==> config.mk <==
export PLATFORM = sky130hd
export DESIGN_NAME = vec_max_reduce
export DESIGN_NICKNAME = d
export VERILOG_FILES = /design/src/rtl/vec_max_reduce.sv
export SDC_FILE = /design/constraint.sdc
export NUM_CORES = 1
export LEC_CHECK = 0
export ABC_AREA = 1
export CAP_MARGIN = 20
export CORE_ASPECT_RATIO = 1.25
export CORE_MARGIN = 3
export CORE_UTILIZATION = 59
export DETAILED_ROUTE_END_ITERATION = 6
export GPL_ROUTABILITY_DRIVEN = 0
export MAX_ROUTING_LAYER = met4
export PLACE_DENSITY_LB_ADDON = 0.15
export SKIP_CTS_REPAIR_TIMING = 1
export SLEW_MARGIN = 10
export SYNTH_ARGS = -nofsm -noshare
export SYNTH_HDL_FRONTEND = slang
export SYNTH_SLANG_ARGS = --single-unit
==> constraint.sdc <==
create_clock -name clk -period 3.7 [get_ports clk]
set_input_delay 0.555 -clock clk [delete_from_list [all_inputs] [get_ports clk]]
set_output_delay 0.555 -clock clk [all_outputs]
set_load 0.01 [all_outputs]
==> src/rtl/vec_max_reduce.sv <==
// Streaming 8-lane fp16 max reduction: folds a vector of 8-element beats into one
// scalar maximum (sign-magnitude total order) plus its beat count, with valid/ready flow.
module vec_max_reduce #(
  parameter int DATAWIDTH = 16,
  parameter int EXPONENT  = 5,
  parameter int MANTISSA  = 10,
  parameter int CNTWIDTH  = 8
) (
  input  logic                 clk,
  input  logic                 resetn,
  input  logic                 in_valid,
  input  logic                 in_last,
  input  logic [DATAWIDTH-1:0] inp0,
  input  logic [DATAWIDTH-1:0] inp1,
  input  logic [DATAWIDTH-1:0] inp2,
  input  logic [DATAWIDTH-1:0] inp3,
  input  logic [DATAWIDTH-1:0] inp4,
  input  logic [DATAWIDTH-1:0] inp5,
  input  logic [DATAWIDTH-1:0] inp6,
  input  logic [DATAWIDTH-1:0] inp7,
  output logic                 in_ready,
  output logic [DATAWIDTH-1:0] max_out,
  output logic [CNTWIDTH-1:0]  beat_count,
  output logic                 out_valid,
  input  logic                 out_ready
);

  localparam int MAG_W = EXPONENT + MANTISSA;
  localparam logic [CNTWIDTH-1:0] CNT_MAX = '1;

  // Sign-magnitude max; on equal bit patterns the first operand is kept.
  function automatic logic [DATAWIDTH-1:0] fmax(input logic [DATAWIDTH-1:0] a,
                                                input logic [DATAWIDTH-1:0] b);
    logic b_wins;
    if (a[DATAWIDTH-1] != b[DATAWIDTH-1])
      b_wins = !b[DATAWIDTH-1];
    else if (!a[DATAWIDTH-1])
      b_wins = b[MAG_W-1:0] > a[MAG_W-1:0];
    else
      b_wins = b[MAG_W-1:0] < a[MAG_W-1:0];
    return b_wins ? b : a;
  endfunction

  logic                 adv;
  logic [DATAWIDTH-1:0] lvl1 [4];
  logic [DATAWIDTH-1:0] lvl2 [2];
  logic [DATAWIDTH-1:0] tree_max;

  logic                 a_valid;
  logic                 a_last;
  logic [DATAWIDTH-1:0] a_max;

  logic                 acc_open;
  logic [CNTWIDTH-1:0]  acc_cnt;
  logic [DATAWIDTH-1:0] acc_max;

  logic [DATAWIDTH-1:0] fold_max;
  logic [CNTWIDTH-1:0]  fold_cnt;

  assign adv      = !out_valid || out_ready;
  assign in_ready = adv;

  assign lvl1[0]  = fmax(inp0, inp1);
  assign lvl1[1]  = fmax(inp2, inp3);
  assign lvl1[2]  = fmax(inp4, inp5);
  assign lvl1[3]  = fmax(inp6, inp7);
  assign lvl2[0]  = fmax(lvl1[0], lvl1[1]);
  assign lvl2[1]  = fmax(lvl1[2], lvl1[3]);
  assign tree_max = fmax(lvl2[0], lvl2[1]);

  // A closed accumulator restarts from the incoming beat rather than merging.
  always_comb begin
    fold_max = a_max;
    fold_cnt = CNTWIDTH'(1);
    if (acc_open) begin
      fold_max = fmax(acc_max, a_max);
      fold_cnt = (acc_cnt == CNT_MAX) ? CNT_MAX : acc_cnt + CNTWIDTH'(1);
    end
  end

  always_ff @(posedge clk or negedge resetn) begin
    if (!resetn) begin
      a_valid    <= 1'b0;
      a_last     <= 1'b0;
      a_max      <= '0;
      acc_open   <= 1'b0;
      acc_cnt    <= '0;
      acc_max    <= '0;
      out_valid  <= 1'b0;
      max_out    <= '0;
      beat_count <= '0;
    end else if (adv) begin
      a_valid <= in_valid;
      if (in_valid) begin
        a_max  <= tree_max;
        a_last <= in_last;
      end
      // A fresh load keeps out_valid high even while the old result is taken.
      out_valid <= a_valid && a_last;
      if (a_valid) begin
        if (a_last) begin
          max_out    <= fold_max;
          beat_count <= fold_cnt;
          acc_open   <= 1'b0;
        end else begin
          acc_max  <= fold_max;
          acc_cnt  <= fold_cnt;
          acc_open <= 1'b1;
        end
      end
    end
  end

endmodule

==> impl_metrics.yaml, run 1 <==
placement:
  io_buffers: 158
  numPlacedInstances: 1894
  hpwl_mm: 25.11
  dpl_cell_area_um2: 12450
synthesis:
  yosysTopAreaCell: "dfrtp_1"
  synthTopCellsByArea: "dfrtp_1 20%, ha_1 19%, nand2_1 15%, nand3_1 13%, inv_1 10%"
  synth_fp_nets: 1550
  synth_seq_cells: 68
  ys_seq_area_share_pct: 20.22
  avgSynthCellArea_um2: 6.520
  ys_types: 39
  synth.top_cell.area_share_pct: 20.22
  yosys_warnings: 0
  syn_inst: 1291
  netlist_area_um2: 8417
global_route:
  grt_max_degree: 38
clocking:
  cts-root-buf: "clkbuf_16"
  clockBufferDepth: 2
  clock_sinks: 68
  cts_buffers: 9
  cts_max_level: 3
run_status:
  error_line: "[ERROR DPL-0038] Utilization greater than 100%, impossible to legalize"
  stop_stage: "global routing (5_1_grt)"
  outcome: "aborted with a tool error"
floorplan:
  die_x_um: 112.8
  num_rows: 48
  start_util_pct: 60.67
  ios: 159
  die_y_um: 139.5
sta:
  postGrtWorstEndpoint: "a_max[14]$_DFFE_PN0P_/D"
  worstEndpointType: "register data pin"
cell families after synthesis:
group,count (synthesis),share of synthesized area (%)
fa+ha+maj,126,18.73
flops,68,20.22
compound gates,111,6.793
xor+xnor,2,0.2082
buf+inv,277,13.54
simple gates,707,40.51
Yosys cell counts (all sizes together):
master  instances
dfrtp          68
clkinv          5
nand2         362
and2           32
o21bai          1
nor3            4
buf            20
nand4          16
inv           236
o211ai          1
ha            126
xnor2           1
a31oi           2
nand3b          5
a21o            2
nor2           34
o21ai          51
a21oi          53
or2             4
xor2            1
clkbuf         16
nand3         250
a311oi          1
per-stage QoR:
step / setup WS, ns / utilization (%) / hold slack [ns] / TNS (ns)
after CTS: -2.078 / 91.87 / 0.3497 / -30.43
after detailed placement: -2.418 / 89.71 / 0.4642 / -35.43
after global placement: -1.944 / 89.71 / 0.4606 / -29.06
after floorplan: -1.023 / - / 0.2594 / -14.53
==> run 2, diff against run 1 <==
- CORE_ASPECT_RATIO: 1.25 -> default
- CORE_UTILIZATION: 59 -> 40
- MAX_ROUTING_LAYER: met4 -> default
==> run 2 against run 1 <==
Compared with the run above: the flow now finishes, with violations (setup timing); synthesized cell count did not move; synthesized area did not move.
==> impl_metrics.yaml, run 2 <==
clocking:
  cts_max_level: 3
  clock_latency_ns: 0.34
  clockBufferDepth: 2
  clock_sinks: 68
  cts_tree: "built"
  cts_buffers: 9
  cts.reportedPaths.clkPinSlew_ns: 0.05
  cts-root-buf: "clkbuf_16"
global_route:
  grt_pass1_vias: 9336
  overflow: 0
  grt_usage_pct: 23.51
  antenna_found_initial: 0
  grt_max_degree: 55
  grt_pass1_wl_mm: 44.17
synthesis:
  synth_fp_nets: 1550
  synthTopCellsByArea: "dfrtp_1 20%, ha_1 19%, nand2_1 15%, nand3_1 13%, inv_1 10%"
  async_reset_ff_share_pct: 100.0
  synth_edf_count: 0
  synth.top_cell.area_share_pct: 20.22
  synth_seq_cells: 68
  ys_seq_area_share_pct: 20.22
  synth_most_common_cell: "nand2_1"
  netlist_area_um2: 8417
  ys_types: 39
  yosys_warnings: 0
  ys.flop_type: "dfrtp_1"
  synth_common_cells: "341 x nand2_1, 228 x inv_1, 223 x nand3_1"
  syn_inst: 1291
  avgSynthCellArea_um2: 6.520
  yosysTopAreaCell: "dfrtp_1"
cells_and_area:
  multi_input_area_um2: 8193
  layout_commonest_cell: "buf_4"
  reg_top3: "a_max x16, acc_max x16, max_out x16"
  final_cell_area_um2: 16240
  fin_cells: 2062
  area_delta_synth_final_pct: 92.91
  ff_latch_area_um2: 1702
  most-common-layout-cells: "329 x buf_4, 236 x nand2_1, 161 x inv_1, 109 x nand3_2"
  antennaDiodeCount: 0
  drive_gt1_share_pct: 50.28
  fillers: 1237
  finish.utilization_pct: 79.48
  finalNetCount: 2046
sta:
  worst_slack_ns: -1.368
  worst_pin_slew_ns: 0.7803
  slew_violations: 0
  period_needed_ns: 5.068
  fmax_mhz: 197.3
  hold_viol: 0
  tns_ns: -20.14
  max_slew_margin_pct: 47.66
  rsz0062_at_grt: "true"
  finalClockSkew_ns: 0.009901
  hold-worst-slack_ns: 0.1236
  finalSetupViolations: 15
  period_share_pct: 137.0
setup_path:
  end_kind: "flop"
  critPathLaunchType: "input pin"
  crit_top_cell: "nand2_2"
  critical_path_arrival_ns: 5.28
  path_depth: 41
  cpPeakStageDelay_ns: 0.30
  crit_family: "simple AND/OR/NAND/NOR gates"
  cp.required_ns: 3.91
  crit_type: "input pin to flop"
  slowest_stage: "ha_1"
  reg2regPathDepth: 13
  path_max_fanout: 10
  path_buf_inv: 6
floorplan:
  ios: 159
  num_rows: 52
  die_x_um: 151.1
  core-area_um2: 20430
  die_y_um: 151.1
  start_util_pct: 41.20
  dieArea_um2: 22820
run:
  drv_cap: 0
power:
  netSwitchingPower_mw: 3.548
  power_frac_seq_pct: 16.6
  power_per_cell_area_nw_per_um2: 473.6
  peakVddDrop_v: 0.0003673
  p_leak_nw: 8.884
  power_mw: 7.690
  p_clk_share_pct: 10.1
  comb_power_share_pct: 73.4
  switching_share_pct: 46.14
  internal_power_mw: 4.142
routing:
  wl_per_cell_um: 16.85
  drc: 0
  firstDrtPassIters: 5
  viasPerCell: 5.210
  ant_nets: 0
  via_count: 10740
  first_iter_violations: 736
  wl_mm: 34.75
worst_hold_path:
  worstHoldPathType: "input pin to asynchronous set/reset pin"
run_status:
  outcome: "complete, but fails checks"
  violations: "setup timing"
placement:
  numPlacedInstances: 1997
  io_buffers: 158
  dpl_worst_slack_ns: -2.153
  dpl_cell_area_um2: 12670
  hpwl_mm: 22.98
[run 2: cell counts after synthesis]
No cell type changed its count.
[run 2: path summary, 6_finish.rpt]
| path | start | to | slack, ns |
|---|---|---|---|
| max in group asynchronous | resetn | max_out[7]$_DFFE_PN0P_ | 2.55 |
| min in group clk | max_out[11]$_DFFE_PN0P_ | max_out[11]$_DFFE_PN0P_ | 0.47 |
| worst max-delay path | inp7[5] | a_max[13]$_DFFE_PN0P_ | -1.37 |
| worst min register to register | max_out[11]$_DFFE_PN0P_ | max_out[11]$_DFFE_PN0P_ | 0.47 |
| worst max register to register | a_max[8]$_DFFE_PN0P_ | acc_max[10]$_DFFE_PN0P_ | 1.17 |
| worst min-delay path | resetn | acc_cnt[1]$_DFFE_PN0P_ | 0.12 |
[run 2: metal layers]
metal	global-route usage, %	up-vias	wire length (um)
met4	3.717	0	1349
met2	41.75	408	17740
li1	-	5176	-
met3	3.321	103	1879
met5	0	-	0
met1	30.87	5056	13780
[run 2: cells by family after synthesis]
| kind of cell | synth area share [%] |
|---|---|
| xor+xnor | 0.2082 |
| flops | 20.22 |
| compound gates | 6.793 |
| buf+inv | 13.54 |
| fa+ha+maj | 18.73 |
| simple gates | 40.51 |
[run 2: power groups by stage]
stage	clock network (mW)	logic [mW]	registers, mW
4_1_cts	0.780	4.23	1.27
2_1_floorplan	0	2.47	1.27
5_1_grt	0.810	6.12	1.31
6_report	0.773	5.64	1.28
3_3_place_gp	0	4.09	1.27
3_5_place_dp	0	4.20	1.28
[run 2: layout make-up]
cell class              instances  area share [%]
inverters                     241           5.880
clock buffers                  14           1.564
clock inverters                 2         0.06165
flip-flops and latches         68           10.48
repair inverters                2          0.1233
multi-input cells             949           50.46
repair buffers                516           29.35
well taps                     270           2.081
(Power assumes the default switching activity.)
==> run 3, diff against run 2 <==
- ABC_AREA: 1 -> default
- HOLD_SLACK_MARGIN: default -> 0.06
==> run 3 against run 2 <==
Compared with the run above: the run still ends with setup timing left; register-to-register slack is essentially flat; hold slack lost 0.0077 ns; combinational power shrank 22%; utilization shrank 8.7 points; critical path depth shrank 7; clock power is essentially flat; synthesized cell count shrank 31%; fmax shrank 19%; non-clock buffer count shrank 125; via count shrank 21%; setup slack lost 1.2 ns; critical endpoint is now a_max[6]$_DFFE_PN0P_.
==> impl_metrics.yaml, run 3 <==
run_status:
  outcome: "complete, but fails checks"
  violations: "setup timing"
setup_path:
  path_buf_inv: 10
  cpPeakStageDelay_ns: 0.33
  end_kind: "flop"
  critPathLaunchType: "input pin"
  path_max_fanout: 7
  crit_type: "input pin to flop"
  critical_path_arrival_ns: 6.48
  slowest_stage: "ha_1"
  cp.required_ns: 3.95
  crit_family: "compound AO/OA/AOI/OAI gates"
  crit_top_cell: "buf_4"
clocking:
  cts.reportedPaths.clkPinSlew_ns: 0.05
  clock_sinks: 68
  cts-root-buf: "clkbuf_16"
  cts_buffers: 9
  cts_max_level: 3
  clockBufferDepth: 2
  clock_latency_ns: 0.33
  cts_tree: "built"
sta:
  finalSetupViolations: 15
  tns_ns: -36.88
  period_needed_ns: 6.228
  max_slew_margin_pct: 53.59
  hold-worst-slack_ns: 0.1158
  fmax_mhz: 160.6
  rsz0062_at_grt: "true"
  slew_violations: 0
  worst_slack_ns: -2.528
  worst_pin_slew_ns: 0.6936
  finalClockSkew_ns: 0.003865
  period_share_pct: 168.3
  hold_viol: 0
cells_and_area:
  antennaDiodeCount: 0
  finalNetCount: 1510
  multi_input_area_um2: 6955
  ff_latch_area_um2: 1702
  layout_commonest_cell: "buf_4"
  most-common-layout-cells: "205 x buf_4, 95 x dlymetal6s2s_1, 70 x ha_1, 68 x dfrtp_1, 59 x nand2_1"
  reg_top3: "a_max x16, acc_max x16, max_out x16"
  drive_gt1_share_pct: 41.91
  area_delta_synth_final_pct: 72.16
  fillers: 1387
  finish.utilization_pct: 70.76
synthesis:
  synth.top_cell.area_share_pct: 21.99
  synth_fp_nets: 1152
  synth_seq_cells: 68
  synth_common_cells: "126 x ha_1, 86 x inv_1, 72 x o21ai_0"
  yosys_warnings: 0
  synth_most_common_cell: "ha_1"
  synthTopCellsByArea: "dfrtp_1 22%, ha_1 20%, mux2_2 4.9%, o21ai_0 4.7%, inv_1 4.2%"
  ys_seq_area_share_pct: 21.99
  syn_inst: 893
  avgSynthCellArea_um2: 8.667
  netlist_area_um2: 7740
  yosysTopAreaCell: "dfrtp_1"
  ys.flop_type: "dfrtp_1"
  async_reset_ff_share_pct: 100.0
  synth_edf_count: 0
  ys_types: 62
power:
  netSwitchingPower_mw: 2.620
  internal_power_mw: 3.857
  switching_share_pct: 40.45
  comb_power_share_pct: 67.6
  p_leak_nw: 6.614
  power_frac_seq_pct: 20.5
  peakVddDrop_v: 0.0002624
  p_clk_share_pct: 11.9
  power_per_cell_area_nw_per_um2: 486.1
  power_mw: 6.477
global_route:
  grt_usage_pct: 21.57
  grt_max_degree: 48
  grt_pass1_wl_mm: 38.01
  grt_pass1_vias: 7787
  antenna_found_initial: 0
  overflow: 0
routing:
  drc: 0
  wl_per_cell_um: 17.70
  first_iter_violations: 430
  wl_mm: 26.81
  ant_nets: 0
  viasPerCell: 5.624
  via_count: 8520
  firstDrtPassIters: 5
floorplan:
  die_x_um: 145.1
  ios: 159
  start_util_pct: 41.10
  num_rows: 50
  die_y_um: 145.1
  dieArea_um2: 21060
  core-area_um2: 18830
placement:
  dpl_worst_slack_ns: -3.134
  hpwl_mm: 19.79
  io_buffers: 158
worst_hold_path:
  worstHoldPathType: "input pin to asynchronous set/reset pin"
run:
  drv_cap: 0
-- run 3: changes by cell type in the layout (fill, tap and decap cells not counted), sizes merged, moves of 14 or more --
cell / before / now
nand2: 365 / 61
nand3: 250 / 15
inv: 239 / 86
buf: 360 / 241
mux2: 0 / 46
a221o: 0 / 32
a22oi: 0 / 29
o21ai: 51 / 75
o21a: 0 / 19
mux2i: 0 / 18
a31oi: 2 / 18
o2111ai: 0 / 16
o221ai: 0 / 14
-- run 3: logic make-up after synthesis --
| group | count (synthesis) | share of synthesized area (%) |
|---|---|---|
| and+or+nand+nor | 206 | 13.77 |
| xor gates and xnor gates | 3 | 0.3395 |
| AOI/OAI and AO/OA | 295 | 26.64 |
| DFF | 68 | 21.99 |
| adders and majority gates | 126 | 20.37 |
| muxes | 64 | 9.602 |
| buffers and inverters | 131 | 7.290 |
-- run 3: path summary, 6_finish.rpt --
path,start,end,slack [ns],cells past startpoint
max,inp0[10],a_max[6]$_DFFE_PN0P_,-2.53,34
max reg2reg,a_max[8]$_DFFE_PN0P_,acc_max[8]$_DFFE_PN0P_,1.18,9
min in group clk,beat_count[4]$_DFFE_PN0P_,beat_count[4]$_DFFE_PN0P_,0.47,2
min reg2reg,beat_count[4]$_DFFE_PN0P_,beat_count[4]$_DFFE_PN0P_,0.47,2
min,resetn,max_out[7]$_DFFE_PN0P_,0.12,1
max in group asynchronous,resetn,acc_max[0]$_DFFE_PN0P_,3.01,2
-- run 3: power by group through the flow --
stage	Sequential (mW)	Combinational [mW]	Clock (mW)
final	1.33	4.38	0.773
after global routing	1.38	4.76	0.822
after CTS	1.33	3.63	0.788
after detailed placement	1.34	3.61	0
after global placement	1.32	3.56	0
after floorplan	1.31	2.23	0
-- run 3: layout make-up --
cell class              count  share of cell area, %
clock buffers              13                  1.953
multi-input cells         695                  52.20
repair buffers            391                  28.07
flip-flops and latches     68                  12.77
inverters                  86                  2.498
clock inverters             2                0.07512
well taps                 260                  2.441
-- run 3: metrics by stage --
stage,area [um2],cells
5_1_grt,13330,1515
3_5_place_dp,11370,1460
3_3_place_gp,11370,1460
6_report,13330,1515
2_1_floorplan,8202,893
4_1_cts,11640,1475
-- run 3: per-layer routing --
metal | up-vias | global-route usage, % | wire length, um
li1 | 4118 | - | -
met2 | 301 | 35.54 | 12780
met3 | 74 | 2.498 | 1316
met4 | 0 | 6.553 | 884
met5 | - | 0 | 0
met1 | 4027 | 29.77 | 11830
